===== config.mk =====
export PLATFORM = sky130hd
export DESIGN_NAME = branch_redirect_ctrl
export DESIGN_NICKNAME = d
export VERILOG_FILES = /design/src/rtl/branch_redirect_ctrl.sv
export SDC_FILE = /design/constraint.sdc
export NUM_CORES = 1
export LEC_CHECK = 0
export ABC_AREA = 1
export CAP_MARGIN = 20
export CORE_ASPECT_RATIO = 1.4
export CORE_MARGIN = 2
export CORE_UTILIZATION = 41
export DETAILED_ROUTE_END_ITERATION = 16
export PLACE_DENSITY = 0.75
export SLEW_MARGIN = 15
export SYNTH_ARGS = -nofsm -noshare
export SYNTH_HDL_FRONTEND = slang
export SYNTH_SLANG_ARGS = --single-unit

===== constraint.sdc =====
create_clock -name clk -period 2.45 [get_ports clk]
set_input_delay 0.245 -clock clk [delete_from_list [all_inputs] [get_ports clk]]
set_output_delay 0.245 -clock clk [all_outputs]
set_load 0.005 [all_outputs]

===== src/rtl/branch_redirect_ctrl.sv =====
// branch_redirect_ctrl
// Front-end redirect sequencer. When the EX-stage resolver reports a taken
// relative or absolute branch, the target is registered and offered to
// fetch. Once fetch accepts it, IF/ID are flushed for a fixed drain window.
//
// Handshake: redirect_valid is held with a stable redirect_pc until the cycle
// where redirect_valid & fetch_ready are both high; that cycle is the
// transfer. fetch_ready has no effect while redirect_valid is low.
//
// Optional build macro: BRANCH_REDIRECT_STATS_EN adds saturating counters
// for completed redirects and fetch back-pressure cycles.
module branch_redirect_ctrl #(
  parameter int XLEN         = 64,
  parameter int DRAIN_CYCLES = 2
) (
  input  logic            clk,
  input  logic            rst,
  input  logic            ex_valid,
  input  logic            pc_rel_branch,
  input  logic            pc_abs_branch,
  input  logic [XLEN-1:0] branch_base_pc,
  input  logic [XLEN-1:0] pc_imm_in,
  input  logic            fetch_ready,
  output logic            redirect_valid,
  output logic [XLEN-1:0] redirect_pc,
  output logic            flush_front,
  output logic            ex_hold,
  output logic            busy,
  output logic [1:0]      state_dbg
`ifdef BRANCH_REDIRECT_STATS_EN
  ,
  output logic [31:0]     redirect_count,
  output logic [31:0]     redirect_stall_cycles
`endif
);

  localparam logic [1:0] ST_IDLE     = 2'd0;
  localparam logic [1:0] ST_REDIRECT = 2'd1;
  localparam logic [1:0] ST_DRAIN    = 2'd2;

  // Drain counter is loaded with DRAIN_CYCLES-1 so DRAIN lasts DRAIN_CYCLES cycles.
  localparam logic [3:0] DRAIN_INIT = (DRAIN_CYCLES > 0) ? 4'(DRAIN_CYCLES - 1) : 4'd0;

  logic [1:0]      state;
  logic [3:0]      drain_cnt;
  logic            take;
  logic            in_idle;
  logic            handshake;
  logic [XLEN-1:0] target;

  // Branch detection and target selection; absolute redirect wins over relative.
  always_comb begin
    take      = ex_valid & (pc_rel_branch | pc_abs_branch);
    in_idle   = (state == ST_IDLE);
    handshake = (state == ST_REDIRECT) & fetch_ready;
    target    = pc_abs_branch ? pc_imm_in : (branch_base_pc + pc_imm_in);
  end

  // Output decode; flush in IDLE is combinational so wrong-path IF/ID die in the take cycle.
  always_comb begin
    redirect_valid = (state == ST_REDIRECT);
    ex_hold        = (state == ST_REDIRECT);
    busy           = !in_idle;
    flush_front    = in_idle ? take : 1'b1;
    state_dbg      = state;
  end

  // Redirect FSM, target register and drain counter.
  always_ff @(posedge clk or posedge rst) begin
    if (rst) begin
      state       <= ST_IDLE;
      redirect_pc <= '0;
      drain_cnt   <= 4'd0;
    end else begin
      case (state)
        ST_IDLE: begin
          if (take) begin
            redirect_pc <= target;
            state       <= ST_REDIRECT;
          end
        end
        ST_REDIRECT: begin
          if (fetch_ready) begin
            if (DRAIN_CYCLES == 0) begin
              state <= ST_IDLE;
            end else begin
              drain_cnt <= DRAIN_INIT;
              state     <= ST_DRAIN;
            end
          end
        end
        ST_DRAIN: begin
          if (drain_cnt == 4'd0) begin
            state <= ST_IDLE;
          end else begin
            drain_cnt <= drain_cnt - 4'd1;
          end
        end
        default: state <= ST_IDLE;
      endcase
    end
  end

`ifdef BRANCH_REDIRECT_STATS_EN
  // Saturating counters: accepted redirects and REDIRECT cycles stalled by fetch.
  always_ff @(posedge clk or posedge rst) begin
    if (rst) begin
      redirect_count        <= '0;
      redirect_stall_cycles <= '0;
    end else begin
      if (handshake && (redirect_count != 32'hFFFF_FFFF)) begin
        redirect_count <= redirect_count + 32'd1;
      end
      if ((state == ST_REDIRECT) && !fetch_ready &&
          (redirect_stall_cycles != 32'hFFFF_FFFF)) begin
        redirect_stall_cycles <= redirect_stall_cycles + 32'd1;
      end
    end
  end
`endif

endmodule


==> flow_summary.rst, run 1 <==
.. list-table::
   :header-rows: 1

   * - Metric
     - Value
   * - Outcome
     - finished clean
   * - Instance area at placement
     - 13,400 um2
   * - Multiplexer area fraction after synthesis
     - 0%
   * - Worst supply voltage drop on vdd
     - around 0.00045 V
   * - Number of routed nets with antenna violations
     - 0
   * - Deepest clock path buffer count
     - 2
   * - # diodes
     - 0
   * - Crit path from
     - pc_imm_in[21]
   * - Number of hold violations in the final report
     - 0
   * - Initial Util
     - 41.9%
   * - Routed via count divided by cell count
     - 4.84
   * - Number of global-route vias before repair
     - 11,767
   * - Total of buffers placed on input and output ports
     - 203
   * - Share of the core filled with cells
     - 62.8%
   * - CP Max Fanout
     - 3
   * - Cell Int Power
     - around 4900 uW
   * - Proportion of layout cells with a drive suffix above 1
     - around 15%
   * - Total leakage power
     - 0.00793 uW
   * - Final non-filler cell area
     - between 10,000 and 15,000 um2
   * - Vias after detailed routing
     - 11,806
   * - Routability congestion estimate
     - between 1 and 1.5
   * - Max Freq
     - around 430 MHz
   * - Inserted Clock Buffers
     - 9
   * - Master cell of the clock root buffer
     - clkbuf_16
   * - Syn avg cell area
     - ~5.4 um2
   * - Worst hold path class
     - primary input to asynchronous set/reset pin
   * - Largest family of logic cells by synthesized area
     - simple AND/OR/NAND/NOR gates
   * - CTS HTree Levels
     - 3
   * - Wire per inst
     - ~17 um
   * - Number of buffers added to fix hold violations after cts
     - 0
   * - Complex-gate fraction of the synthesized area
     - between 8 and 9%
   * - Net switching power of the design
     - 3300 uW
   * - Synth top area share
     - between 20% and 30%
   * - Detailed Routing Iterations Pass 1
     - 6
   * - Cell with the most instances after synthesis
     - nand2_1
   * - Simple-Gate Fraction of Synth Area
     - between 40% and 50%
   * - Xor and xnor fraction of the mapped netlist area
     - ~2.8%
   * - Worst endpoint data arrival time
     - about 2.6 ns
   * - Number of pins exceeding their max-slew limit in the final report
     - 0
   * - Synthesized Nets
     - ~1,900
   * - Post-synthesis sequential element count
     - 70
   * - Latest clock arrival within the worst-skew pair
     - about 0.36 ns
   * - Clock sinks
     - 70
   * - Area delta synth->final
     - 49.8%
   * - Post-synthesis cell type count
     - 30
   * - Critical Path Start Type
     - primary input
   * - Number of top-level pins
     - around 200
   * - Pin count of the biggest net entering global routing
     - 68
   * - Height of the die
     - 181 um
   * - Clock period minus worst slack
     - 2.31 ns
   * - Sequential group share of total power
     - roughly 26%
   * - Initial antenna violation count
     - 0
   * - Power share of the clock group
     - 17.9%
   * - Clock-pin slew on the worst setup and hold paths
     - approximately 0.070 ns
   * - HPWL after detailed placement
     - 35.0 mm
   * - Post-CTS setup repair buffer count
     - 0
   * - CTS tree
     - yes
   * - Overall routed net length
     - ~41 mm
   * - Remaining global-route overflow
     - 0
   * - First-pass GRT wire length
     - ~61 mm
   * - Top cells by area, synth
     - nand2_1 (29%), dfrtp_1 (19%), inv_1 (14%)
   * - Floorplan die width
     - ~130 um
   * - Final setup violation count
     - 0
   * - Die area
     - approximately 24,000 um2
   * - Power per cell area
     - roughly 600 nW/um2
   * - Violation count after the first detailed-route iteration
     - around 600
   * - Adder and majority gate portion of the synthesized area
     - approximately 8.9%
   * - Setup_tns
     - 0 ns
   * - Post-synth top area cell
     - nand2_1
   * - Worst Setup End Kind
     - flop
   * - Max-cap violation count
     - 0
   * - Number of enable-type register cells in the synthesized netlist
     - 0
   * - Cell count after synthesis
     - ~1,700
   * - Sw Share
     - roughly 40%
   * - Top cell types by occurrence after synthesis
     - nand2_1 (709), inv_1 (340), nor2_1 (192)
   * - Yosys warning count
     - 0
   * - Number of placement rows
     - 64
   * - Core Box Area
     - approximately 22,000 um2
   * - Proportion of register bits with asynchronous set or reset after synthesis
     - between 90% and 100%
   * - Combinational Power Share
     - 56.2%
   * - Total global-route track usage
     - between 30% and 40%
   * - Top flip-flop cell by instance count after synthesis
     - dfrtp_1
   * - Netlist area before placement
     - 9190 um2
   * - Post-CTS Resized
     - 0
   * - Share of the cycle needed by the critical path after routing
     - 94.5%
   * - Slew at the pin closest to its max-slew limit
     - 0.725 ns
   * - Worst Setup Slack, final
     - ~0.14 ns
   * - Post-placement worst setup slack
     - -0.362 ns
   * - RR Startpoint
     - state_dbg[0]
   * - Share of the yosys chip area belonging to registers
     - a little under a fifth
   * - Worst slew margin relative to its limit
     - between 50% and 60%
   * - Worst Path Class, Setup
     - primary input to flop
   * - Final layout net count
     - about 2,300
   * - Required time at the endpoint of the critical path
     - roughly 2.7 ns
   * - Post-detailed-route DRC marker count
     - 0
   * - Post-route clock skew
     - about 0.0037 ns
[registers in the layout, indices dropped and copies added (netlist names)]
register	flops
drain_cnt	4
redirect_pc	64
state_dbg	2
[cells in the final DEF, fill, tap and decap left out, types with 10 or more instances in the layout]
master           netlist  layout
dfrtp_1               70      70
nand3_1               65      64
nand3_2               11      11
o21ai_1               24      23
o21a_1                13      13
clkdlybuf4s50_1        0     203
nand2_2               13      15
nor3_1                11      11
buf_4                  1     231
a21oi_1               62      59
o21ai_0               28      28
xor2_1                11      11
inv_1                340     339
nand4_1               10      10
nor2_2                12      16
nor2_1               192     186
nand2_1              709     707
xnor2_1               18      18
ha_1                  64      59
[stage by stage]
| stage | hold WS, ns | power (uW) | cells |
|---|---|---|---|
| after global placement | 0.454 | 6640 | 2421 |
| after floorplan | 0.354 | 3990 | 1710 |
| final | 0.220 | 8190 | 2437 |
| after detailed placement | 0.465 | 6700 | 2421 |
| after CTS | 0.222 | 8200 | 2437 |
| after global routing | 0.251 | 8750 | 2437 |
[final timing paths]
| kind | slack, ns | cells after the start | end |
|---|---|---|---|
| max | 0.14 | 15 | redirect_pc[40] |
| min | 0.22 | 2 | drain_cnt[3] |
| max reg2reg | 0.82 | 8 | redirect_pc[33] |
| min reg2reg | 0.48 | 1 | drain_cnt[0] |
| max in group asynchronous | 1.55 | 3 | redirect_pc[55] |
| min in group clk | 0.48 | 1 | drain_cnt[0] |
[cells by family (layout without fill, tap and decap cells)]
| kind of cell | Yosys count | count (layout) |
|---|---|---|
| xor+xnor | 29 | 29 |
| simple gates | 1032 | 1032 |
| fa+ha+maj | 65 | 65 |
| buf+inv | 375 | 805 |
| compound gates | 139 | 139 |
| flops | 70 | 70 |
[cell type report]
cell class                 count  area, um2
inverter                     347       1300
tap                          297        372
multi-input combinational   1265       6110
sequential                    70       1750
clock buffer                   9        225
clock inverter                 7       80.1
timing repair buffer         442       3930
fill                        2249       8170
[critical path, cell delays in order]
cell	delay [ns]
clkdlybuf4s50_1	0.47
ha_1	0.34
buf_4	0.13
nand2_1	0.11
buf_4	0.19
nor2_4	0.12
nand2_1	0.13
nor2_1	0.13
nand2_1	0.07
nand3_2	0.14
nand2_1	0.07
nand2_1	0.15
nor2_1	0.08
o21ai_2	0.13
nand2_1	0.06
[metal layers]
| metal | global-route usage [%] | up-vias | share of wire (%) |
|---|---|---|---|
| li1 | - | 5988 | - |
| met1 | 31.8 | 5274 | 34 |
| met2 | 65.7 | 392 | 53 |
| met3 | 3.70 | 152 | 3.8 |
| met4 | 28.6 | 0 | 10 |
| met5 | 0 | - | 0 |
[power by group through the flow]
stage	Combinational, uW	Sequential [uW]	Clock, uW
2_1_floorplan	1940	2050	0
4_1_cts	4590	2120	1490
3_3_place_gp	4520	2120	0
6_report	4610	2120	1470
5_1_grt	5040	2170	1540
3_5_place_dp	4580	2120	0
Power figures use the tool's default switching activity.
==> run 2: changes to the inputs <==
- HOLD_SLACK_MARGIN: unset -> 0.05
==> results of run 2 <==
The final DEF is identical to that of run 1; final timing and power are the same.
==> run 3: changes to the inputs <==
- MAX_ROUTING_LAYER: unset -> met4
==> run 3 against run 2 <==
  * Flip-flop and latch count is the same
  * Via count shrank 0.98%
  * Die area is the same
  * Worst setup slack lost 0.0031 ns
  * Largest cell class unchanged
  * Hold slack gained 0.057 ns
  * Register-to-register slack is essentially flat
  * Clock skew is essentially flat
  * Critical path depth grew 1
  * Global-route usage grew 1.9 points
  * Routed wire length grew 1.1%
  * Power grew 1.8%
==> flow_summary.rst, run 3 (synthesis results as in run 1) <==
.. list-table::
   :header-rows: 1

   * - Metric
     - Value
   * - Outcome
     - finished clean
   * - Worst slew margin relative to its limit
     - 67.4% (+16 points)
   * - Detailed Routing Iterations Pass 1
     - 6 (unchanged)
   * - Area of all sequential standard cells
     - 1750 um2 (unchanged)
   * - Worst endpoint data arrival time
     - 2.57 ns (about the same)
   * - # diodes
     - 0 (unchanged)
   * - Required time at the endpoint of the critical path
     - 2.70 ns (about the same)
   * - Total global-route track usage
     - 36.5% (+1.9 points)
   * - CTS HTree Levels
     - 3 (unchanged)
   * - Clock sinks
     - 70 (unchanged)
   * - Overall routed net length
     - 41.3 mm (+1.1%)
   * - Instance area at placement
     - 13,100 um2 (-2.0%)
   * - Worst supply voltage drop on vdd
     - 0.000404 V (-9.4%)
   * - Routability congestion estimate
     - 1.07 (+0.80%)
   * - Leading cell type in the layout, fill and taps excluded
     - nand2_1
   * - Area taken by multi-input logic gates
     - 6060 um2 (-0.92%)
   * - Wire per inst
     - 17.2 um (+2.5%)
   * - Number of top-level pins
     - 204 (unchanged)
   * - Share of the cycle needed by the critical path after routing
     - 94.6% (+0.13 points)
   * - Floorplan die width
     - 131 um (unchanged)
   * - Worst hold path class
     - primary input to asynchronous set/reset pin
   * - Initial antenna violation count
     - 0 (unchanged)
   * - RSZ-0062 raised after global routing
     - no
   * - Inserted Clock Buffers
     - 9 (unchanged)
   * - Power per cell area
     - 618 nW/um2 (+3.9%)
   * - Count of buffering cells on the critical path with inverters included
     - 5 (+2)
   * - Cell at the slowest stage of the critical path
     - clkdlybuf4s50_1
   * - Area delta synth->final
     - 46.8%
   * - Violation count after the first detailed-route iteration
     - 611 (+0.33%)
   * - Die area
     - 23,600 um2 (unchanged)
   * - Number of buffers added to fix hold violations after cts
     - 0 (unchanged)
   * - Number of global-route vias before repair
     - 11,908 (+1.2%)
   * - Deepest clock path buffer count
     - 2 (unchanged)
   * - Max Freq
     - 431 MHz (-0.14%)
   * - Total leakage power
     - 0.00778 uW (-1.9%)
   * - Top library cells by usage in the layout, fill and taps aside
     - nand2_1 (708), inv_1 (339), clkdlybuf4s50_1 (203), buf_4 (200), nor2_1 (188)
   * - Max-cap violation count
     - 0 (unchanged)
   * - Total of buffers placed on input and output ports
     - 203 (unchanged)
   * - Cell count after placement
     - 2,388 (-1.4%)
   * - Clock-pin slew on the worst setup and hold paths
     - 0.07 ns (about the same)
   * - Routed via count divided by cell count
     - 4.86 (+0.38%)
   * - Ordered list of cells on the worst path
     - clkdlybuf4s50_1 -> ha_1 -> buf_4 -> nand2_1 -> inv_1 -> nand2_1 -> nand2_1 -> a21oi_1 -> nand2_1 -> buf_4 -> inv_1 -> nand2_1 -> nand2_1 -> nand2_1 -> o21ai_1 -> nand2_1
   * - HPWL after detailed placement
     - 35.2 mm (+0.63%)
   * - Number of fill cells
     - 2,240 (-0.40%)
   * - Critical Path Start Type
     - primary input
   * - CP Max Fanout
     - 3 (unchanged)
   * - CTS tree
     - yes
   * - Number of placement rows
     - 64 (unchanged)
   * - Remaining global-route overflow
     - 0 (unchanged)
   * - Cell mode on critical path
     - nand2_1
   * - Flip-flop count of the largest register after layout
     - 64 (unchanged)
   * - Number of hold violations in the final report
     - 0 (unchanged)
   * - Post-route clock skew
     - 0.00396 ns (+0.000253 ns)
   * - Vias after detailed routing
     - 11,690 (-0.98%)
   * - Final cell count without fillers
     - 2,404 (-1.4%)
   * - Number of pins exceeding their max-slew limit in the final report
     - 0 (unchanged)
   * - Number of routed nets with antenna violations
     - 0 (unchanged)
   * - Final Total Pwr
     - 8340 uW (+1.8%)
   * - Post-route worst hold slack
     - 0.277 ns (+0.0569 ns)
   * - Post-detailed-route DRC marker count
     - 0 (unchanged)
   * - Slew at the pin closest to its max-slew limit
     - 0.483 ns (-0.242 ns)
   * - Worst Path Class, Setup
     - primary input to flop
   * - Proportion of layout cells with a drive suffix above 1
     - 13.6% (-1.7 points)
   * - Height of the die
     - 181 um (unchanged)
   * - Final layout net count
     - 2,301 (-1.4%)
   * - Final setup violation count
     - 0 (unchanged)
   * - Final non-filler cell area
     - 13,500 um2 (-2.0%)
   * - First-pass GRT wire length
     - 62.5 mm (+2.9%)
   * - Worst Setup End Kind
     - flop
   * - Register with the highest flop count
     - redirect_pc
   * - Cell family with most CP delay
     - buffers and inverters
   * - Clock period minus worst slack
     - 2.32 ns (+0.00314 ns)
   * - Pin count of the biggest net entering global routing
     - 71 (+4.4%)
   * - Stage delay of the slowest cell on the critical path
     - 0.44 ns (-0.03 ns)
   * - Share of the core filled with cells
     - 61.5% (-1.3 points)
   * - Initial Util
     - 41.9% (unchanged)
   * - Master cell of the clock root buffer
     - clkbuf_16
   * - Latest clock arrival within the worst-skew pair
     - 0.36 ns (about the same)
   * - Core Box Area
     - 21,900 um2 (unchanged)
[run 3: area by class of cell]
cell class                 count  share of cell area [%]
tap                          297                    2.75
sequential                    70                    13.0
multi-input combinational   1265                    44.9
inverter                     347                    9.66
clock inverter                 7                   0.955
clock buffer                   9                    1.67
timing repair buffer         409                    27.1
[run 3: final timing paths]
| kind | cells after the start | to | slack (ns) | start |
|---|---|---|---|---|
| setup reg to reg | 6 | redirect_pc[12] | 0.81 | state_dbg[0] |
| setup / recovery | 16 | redirect_pc[40] | 0.13 | branch_base_pc[34] |
| hold / removal | 3 | drain_cnt[1] | 0.28 | rst |
| hold reg to reg | 2 | redirect_pc[45] | 0.49 | redirect_pc[45] |
| min in group clk | 2 | redirect_pc[45] | 0.49 | redirect_pc[45] |
| max in group asynchronous | 3 | redirect_pc[56] | 1.78 | rst |
[run 3: worst register-to-register path, stage by stage (launching register included)]
cell,delay (ns)
dfrtp_1,0.41
nor2_1,0.15
inv_1,0.08
nor2_2,0.15
buf_4,0.36
o21ai_0,0.17
o21ai_0,0.23
[run 3: repair_timing]
item	in CTS	in global routing
setup endpoints to repair	0	14
buffers inserted	0	0
gates resized for setup	0	11
[run 3: stage by stage]
step,worst slack (ns),setup TNS [ns]
after floorplan,0.437,0
after global placement,-0.308,-6.09
after detailed placement,-0.317,-6.54
after CTS,0.0519,0
after global routing,0.00951,0
final,0.132,0
[run 3: report_power, final]
group          switching [uW]  internal (uW)
Clock                     645           1010
Combinational            2260           2320
Sequential                390           1710
Total                    3300           5040
[run 3: per-layer routing]
metal  wire [um]  share of wire (%)  vias to the layer above  GRT usage [%]
met3        1690                4.1                      168           3.29
met2       21800                 53                      410           67.1
li1            -                  -                     5936              -
met1       13700                 33                     5176           33.0
met4        4100                9.9                        0           29.7
met5           0                  0                        -              -
